$ cat src/rtl/keypad_debounce_scanner_if.sv
// Keypad scanner signal bundle: row sense in, column drive and debounced key event out.
// master = scanner side, slave = keypad/consumer side.
interface keypad_debounce_scanner_if;
    logic [3:0] key_row;
    logic [2:0] key_col;
    logic [3:0] key_data;
    logic       key_valid;
    logic       key_held;

    modport master (
        input  key_row,
        output key_col,
        output key_data,
        output key_valid,
        output key_held
    );

    modport slave (
        output key_row,
        input  key_col,
        input  key_data,
        input  key_valid,
        input  key_held
    );
endinterface

$ cat src/rtl/keypad_debounce_scanner.sv
// 3x4 keypad scanner with press/release debounce; emits one key_valid pulse per accepted press.
// Column drive freezes while a candidate key is debounced or held down.
module keypad_debounce_scanner #(
    parameter int unsigned COL_PERIOD = 1000,
    parameter int unsigned DEB_CYCLES = 20000
) (
    input logic                        clk,
    input logic                        rst,
    keypad_debounce_scanner_if.master  kb
);

    localparam int unsigned ColW = $clog2(COL_PERIOD);
    localparam int unsigned DebW = $clog2(DEB_CYCLES);
    localparam logic [ColW-1:0] ColLast = ColW'(COL_PERIOD - 1);
    localparam logic [DebW-1:0] DebLast = DebW'(DEB_CYCLES - 1);

    typedef enum logic [1:0] {
        StScan     = 2'd0,
        StDebounce = 2'd1,
        StHeld     = 2'd2
    } state_e;

    state_e          state_q, state_d;
    logic [3:0]      row_meta_q, row_s_q;
    logic [ColW-1:0] col_cnt_q, col_cnt_d;
    logic [DebW-1:0] deb_cnt_q, deb_cnt_d;
    logic [2:0]      key_col_q, key_col_d;
    logic [3:0]      cand_code_q, cand_code_d;
    logic [3:0]      cand_row_q, cand_row_d;
    logic [3:0]      key_data_q, key_data_d;
    logic            key_valid_q, key_valid_d;
    logic            key_held_q, key_held_d;

    function automatic logic [2:0] rotate_col(input logic [2:0] col);
        case (col)
            3'b001:  return 3'b010;
            3'b010:  return 3'b100;
            default: return 3'b001;
        endcase
    endfunction

    function automatic logic [1:0] row_index(input logic [3:0] row);
        case (row)
            4'b0010: return 2'd1;
            4'b0100: return 2'd2;
            4'b1000: return 2'd3;
            default: return 2'd0;
        endcase
    endfunction

    function automatic logic [1:0] col_index(input logic [2:0] col);
        case (col)
            3'b010:  return 2'd1;
            3'b100:  return 2'd2;
            default: return 2'd0;
        endcase
    endfunction

    logic       row_onehot;
    logic [3:0] scan_code;

    always_comb begin
        row_onehot = (row_s_q == 4'b0001) || (row_s_q == 4'b0010) ||
                     (row_s_q == 4'b0100) || (row_s_q == 4'b1000);
        // code = 3*row + col + 1, giving 1..12
        scan_code  = ({2'b00, row_index(row_s_q)} * 4'd3) + {2'b00, col_index(key_col_q)} + 4'd1;
    end

    always_comb begin
        state_d     = state_q;
        col_cnt_d   = col_cnt_q;
        deb_cnt_d   = deb_cnt_q;
        key_col_d   = key_col_q;
        cand_code_d = cand_code_q;
        cand_row_d  = cand_row_q;
        key_data_d  = key_data_q;
        key_valid_d = 1'b0;
        key_held_d  = key_held_q;

        case (state_q)
            StScan: begin
                if (col_cnt_q == ColLast) begin
                    col_cnt_d = '0;
                    if (row_onehot) begin
                        cand_code_d = scan_code;
                        cand_row_d  = row_s_q;
                        deb_cnt_d   = '0;
                        state_d     = StDebounce;
                    end else begin
                        key_col_d = rotate_col(key_col_q);
                    end
                end else begin
                    col_cnt_d = col_cnt_q + ColW'(1);
                end
            end

            StDebounce: begin
                if (row_s_q == cand_row_q) begin
                    if (deb_cnt_q == DebLast) begin
                        deb_cnt_d   = '0;
                        key_data_d  = cand_code_q;
                        key_valid_d = 1'b1;
                        key_held_d  = 1'b1;
                        state_d     = StHeld;
                    end else begin
                        deb_cnt_d = deb_cnt_q + DebW'(1);
                    end
                end else begin
                    deb_cnt_d = '0;
                    col_cnt_d = '0;
                    key_col_d = rotate_col(key_col_q);
                    state_d   = StScan;
                end
            end

            StHeld: begin
                // Release needs an unbroken run of all-zero rows; any activity restarts it.
                if (row_s_q == 4'b0000) begin
                    if (deb_cnt_q == DebLast) begin
                        deb_cnt_d  = '0;
                        col_cnt_d  = '0;
                        key_data_d = 4'd0;
                        key_held_d = 1'b0;
                        key_col_d  = rotate_col(key_col_q);
                        state_d    = StScan;
                    end else begin
                        deb_cnt_d = deb_cnt_q + DebW'(1);
                    end
                end else begin
                    deb_cnt_d = '0;
                end
            end

            default: begin
                state_d    = StScan;
                col_cnt_d  = '0;
                deb_cnt_d  = '0;
                key_col_d  = 3'b001;
                key_data_d = 4'd0;
                key_held_d = 1'b0;
            end
        endcase
    end

    always_ff @(posedge clk or posedge rst) begin
        if (rst) begin
            row_meta_q  <= 4'd0;
            row_s_q     <= 4'd0;
            state_q     <= StScan;
            col_cnt_q   <= '0;
            deb_cnt_q   <= '0;
            key_col_q   <= 3'b001;
            cand_code_q <= 4'd0;
            cand_row_q  <= 4'd0;
            key_data_q  <= 4'd0;
            key_valid_q <= 1'b0;
            key_held_q  <= 1'b0;
        end else begin
            row_meta_q  <= kb.key_row;
            row_s_q     <= row_meta_q;
            state_q     <= state_d;
            col_cnt_q   <= col_cnt_d;
            deb_cnt_q   <= deb_cnt_d;
            key_col_q   <= key_col_d;
            cand_code_q <= cand_code_d;
            cand_row_q  <= cand_row_d;
            key_data_q  <= key_data_d;
            key_valid_q <= key_valid_d;
            key_held_q  <= key_held_d;
        end
    end

    assign kb.key_col   = key_col_q;
    assign kb.key_data  = key_data_q;
    assign kb.key_valid = key_valid_q;
    assign kb.key_held  = key_held_q;

endmodule

$ cat src/flat_wrapper.sv
// flat-port wrapper written by rule: the top's interface ports become plain ports
module keypad_debounce_scanner_flat 
#(
    parameter int unsigned COL_PERIOD = 1000,
    parameter int unsigned DEB_CYCLES = 20000
)
  (clk, rst, kb_key_row, kb_key_col, kb_key_data, kb_key_valid, kb_key_held);
  keypad_debounce_scanner_if kb_i ();
  input logic clk;
  input logic rst;
  input wire logic [$bits(kb_i.key_row)-1:0] kb_key_row;
  output wire logic [$bits(kb_i.key_col)-1:0] kb_key_col;
  output wire logic [$bits(kb_i.key_data)-1:0] kb_key_data;
  output wire logic [$bits(kb_i.key_valid)-1:0] kb_key_valid;
  output wire logic [$bits(kb_i.key_held)-1:0] kb_key_held;
  assign kb_i.key_row = kb_key_row;
  assign kb_key_col = kb_i.key_col;
  assign kb_key_data = kb_i.key_data;
  assign kb_key_valid = kb_i.key_valid;
  assign kb_key_held = kb_i.key_held;
  keypad_debounce_scanner #(.COL_PERIOD(COL_PERIOD), .DEB_CYCLES(DEB_CYCLES)) u_core (.clk(clk), .rst(rst), .kb(kb_i));
endmodule
$ cat config.mk
export PLATFORM = sky130hd
export DESIGN_NAME = keypad_debounce_scanner_flat
export DESIGN_NICKNAME = d
export VERILOG_FILES = /design/src/rtl/keypad_debounce_scanner_if.sv /design/src/rtl/keypad_debounce_scanner.sv /design/src/flat_wrapper.sv
export SDC_FILE = /design/constraint.sdc
export NUM_CORES = 1
export LEC_CHECK = 0
export BUFFER_PORTS_ARGS = -buffer_cell sky130_fd_sc_hd__buf_2
export CAP_MARGIN = 20
export CORE_UTILIZATION = 60
export CTS_BUF_LIST = sky130_fd_sc_hd__clkbuf_4 sky130_fd_sc_hd__clkbuf_8
export CTS_CLUSTER_DIAMETER = 100
export DETAILED_ROUTE_END_ITERATION = 12
export PLACE_DENSITY = 0.8
export SLEW_MARGIN = 20
export SYNTH_ARGS = -nofsm -noshare
export SYNTH_HDL_FRONTEND = slang
export SYNTH_SLANG_ARGS = --single-unit
$ cat constraint.sdc
create_clock -name clk -period 3 [get_ports clk]
set_input_delay 0 -clock clk [delete_from_list [all_inputs] [get_ports clk]]
set_output_delay 0 -clock clk [all_outputs]
set_load 0.01 [all_outputs]
==> impl_metrics.env <==
export IMPL_via_per_inst=6.379
export IMPL_synth_edf_count=0
export IMPL_path_cells="xnor2_1 > or3_1 > fa_1 > inv_1 > ha_1 > a21o_1 > a21oi_1 > o21ai_0"
export IMPL_grt_pass1_vias=2072
export IMPL_clk_pin_slew_worst_paths_ps=90
export IMPL_hold_viol=0
export IMPL_cts_sinks=52
export IMPL_fmax_mhz=413.3
export IMPL_die_w_um=71.42
export IMPL_drive_above_1_share_pct=17.01
export IMPL_regArea_um2=1303
export IMPL_grt_start_max_net_pins=53
export IMPL_totalWireLength_um=5385
export IMPL_slew_violations=0
export IMPL_min_period_over_period_pct=80.66
export IMPL_htree_levels=2
export IMPL_antennaDiodeCount=0
export IMPL_first_pass_iters=5
export IMPL_multi_input_area_um2=1440
export IMPL_worst_pin_slew_ps=859.1
export IMPL_ys_seq_area_share_pct=45.05
export IMPL_start_util_pct=64.19
export IMPL_period_minus_slack_ps=2420
export IMPL_required_ps=3160
export IMPL_outcome="complete, no violations"
export IMPL_ioPinCount=15
export IMPL_synth_seq_cells=52
export IMPL_critical_path_buf_inv_count=1
export IMPL_drc_errors=0
export IMPL_io_buffers=14
export IMPL_top_layer_used="met4"
export IMPL_async_flop_share_pct=100.0
export IMPL_antenna_found_initial=0
export IMPL_postCtsHoldBufs=5
export IMPL_syn_area_um2=2892
export IMPL_routabilityCongestion=0.7878
export IMPL_setup_violations=0
export IMPL_grt_ovfl_total=0
export IMPL_power_leakage_nw=1.334
export IMPL_die_h_um=71.42
export IMPL_hold_class="input port to flip-flop"
export IMPL_cts_tree="built"
export IMPL_worstPathMaxFanout=8
export IMPL_die_area_um2=5101
export IMPL_start_kind="flip-flop"
export IMPL_drtIter0Drc=161
export IMPL_syn2layout_area_growth_pct=7.269
export IMPL_crit_family="adder cells"
export IMPL_critPathCaptureType="flip-flop"
export IMPL_critPathMaxStageDelay_ps=570
export IMPL_hold_ws_ps=330.6
export IMPL_root_buffer="clkbuf_8"
export IMPL_routed_via_count=2207
export IMPL_place_hpwl_um=3676
export IMPL_cts_resized=0
export IMPL_ant_nets=0
export IMPL_drv_cap=0
export IMPL_avgSynthCellArea_um2=10.33
export IMPL_p_per_area_nw_per_um2=382.5
export IMPL_numCtsBuffers=5
export IMPL_grt_setup_unrepaired="no"
export IMPL_postSynth_topFlopCell="dfrtp_1"
export IMPL_grt_usage_pct=23.18
export IMPL_clockBufferDepth=2
export IMPL_synth_net_count=297
export IMPL_slew_headroom_pct=42.66
export IMPL_peakVddDrop_uv=231.6
export IMPL_slowest_stage="fa_1"
export IMPL_fillers=352
export IMPL_yosys_warnings=0
export IMPL_synth_cells=280
export IMPL_wl_met3_um=206
export IMPL_arrival_ps=2580
export IMPL_rows=24
export IMPL_grt_pass1_wl_um=9321
export IMPL_post_cts_buffers=0
export IMPL_finalClockSkew_ps=8.181
export IMPL_clk_latency_ps=300
export IMPL_layout_nets=310
export IMPL_crit_type="flip-flop to flip-flop"
export IMPL_coreArea_um2=4504
export IMPL_met2WireLength_um=2606
export IMPL_finalSetupTns_ps=0
export IMPL_synthDistinctLibCells=62
export IMPL_wl_met1_um=2488
export IMPL_wire_per_inst_um=15.56
## sequential cells by signal, indices dropped and copies added, names as in the netlist
signal and flops:
u_core.cand_code_q 4, u_core.cand_row_q 4, u_core.col_cnt_q 10, u_core.deb_cnt_q 15, u_core.kb.key_col 3, u_core.kb.key_data 4
u_core.kb.key_held 1, u_core.kb.key_valid 1, u_core.row_meta_q 4, u_core.row_s_q 4, u_core.state_q 2
## power by group
group	switching, W	leakage (nW)	total, W	internal (W)
registers	0.00000811	0.690	0.000714	0.000706
logic	0.0000257	0.591	0.0000438	0.0000181
clock network	0.000222	0.0523	0.000429	0.000207
total	0.000256	1.33	0.00119	0.000931
## layout by cell type (no fill, tap or decap), types with 7 or more instances in the layout
master | synthesis | layout
a22o_1 | 8 | 8
a31oi_1 | 7 | 7
buf_2 | 8 | 14
dfrtp_1 | 51 | 51
ha_1 | 9 | 9
inv_1 | 16 | 15
nand2_1 | 19 | 19
nand3_1 | 10 | 10
nand4_1 | 10 | 10
nor2_1 | 10 | 10
o21ai_0 | 19 | 19
o31ai_1 | 9 | 9
## cell families after synthesis
| family | count (synthesis) | synth area share [%] |
|---|---|---|
| AOI/OAI and AO/OA | 73 | 18.39 |
| xor gates and xnor gates | 8 | 2.423 |
| adders and majority gates | 11 | 5.279 |
| buffers and inverters | 31 | 5.149 |
| DFF | 52 | 45.05 |
| muxes | 7 | 2.726 |
| and+or+nand+nor | 98 | 20.99 |
## path summary, 6_finish.rpt
kind	start	to	slack [ps]	cells past startpoint
hold reg to reg	u_core.row_meta_q[0]	u_core.row_s_q[0]	370	0
hold / removal	kb_key_row[3]	u_core.row_meta_q[3]	330	2
setup / recovery	u_core.row_s_q[2]	u_core.cand_code_q[3]	580	8
max in group asynchronous	rst	u_core.cand_row_q[1]	2100	3
setup reg to reg	u_core.row_s_q[2]	u_core.cand_code_q[3]	580	8
min in group asynchronous	rst	u_core.deb_cnt_q[5]	390	3
## through the flow
step           instance area (µm²)  instances  utilization (%)  setup slack (ps)  total power, W
3_5_place_dp                  2953        333            65.56             594.3       0.0007681
6_report                      3102        346            68.86             580.2        0.001187
4_1_cts                       3100        346            68.83             591.6        0.001192
2_1_floorplan                 2892        280                -             715.3       0.0007592
3_3_place_gp                  2953        333            65.56             646.8       0.0007668
5_1_grt                       3102        346            68.86             449.3        0.001225
## metal layers
metal | track usage (%) | up-vias
li1 | - | 1067
met1 | 30.52 | 1072
met2 | 38.52 | 61
met3 | 3.797 | 7
met4 | 9.111 | 0
met5 | 0 | -
## Yosys cell counts, types with 2 or more instances
library cell	n	area [µm²]
or2_2	2	12.51
a32oi_1	2	17.52
or4_1	4	30.03
inv_1	16	60.06
a31oi_1	7	43.79
nand4b_1	2	17.52
a21oi_1	6	30.03
mux2_2	5	56.30
xnor2_1	6	52.55
a21o_1	2	15.01
o22ai_1	5	31.28
ha_1	9	112.6
nand2b_1	3	18.77
nor2b_1	4	25.02
a41oi_1	3	26.28
fa_1	2	40.04
xor2_1	2	17.52
buf_2	8	40.04
nor2_1	10	37.54
mux2_1	2	22.52
clkbuf_1	3	11.26
and3_1	6	37.54
o41ai_1	3	26.28
nor4b_1	3	26.28
nor4_2	2	25.02
o31ai_1	9	67.56
nand4_1	10	62.56
nor3_1	5	25.02
o21ai_0	19	95.09
a22o_1	8	70.07
nand3_1	10	50.05
dfrtp_1	51	1276
or3_1	4	25.02
nand2_1	19	71.32
## layout make-up
cell class | instances | share of cell area [%]
Sequential cell | 52 | 41.99
Timing Repair Buffer | 21 | 4.357
Multi-Input combinational cell | 197 | 46.43
Tap cell | 52 | 2.098
Clock buffer | 8 | 3.146
Inverter | 16 | 1.977
(Power assumes the default switching activity.)
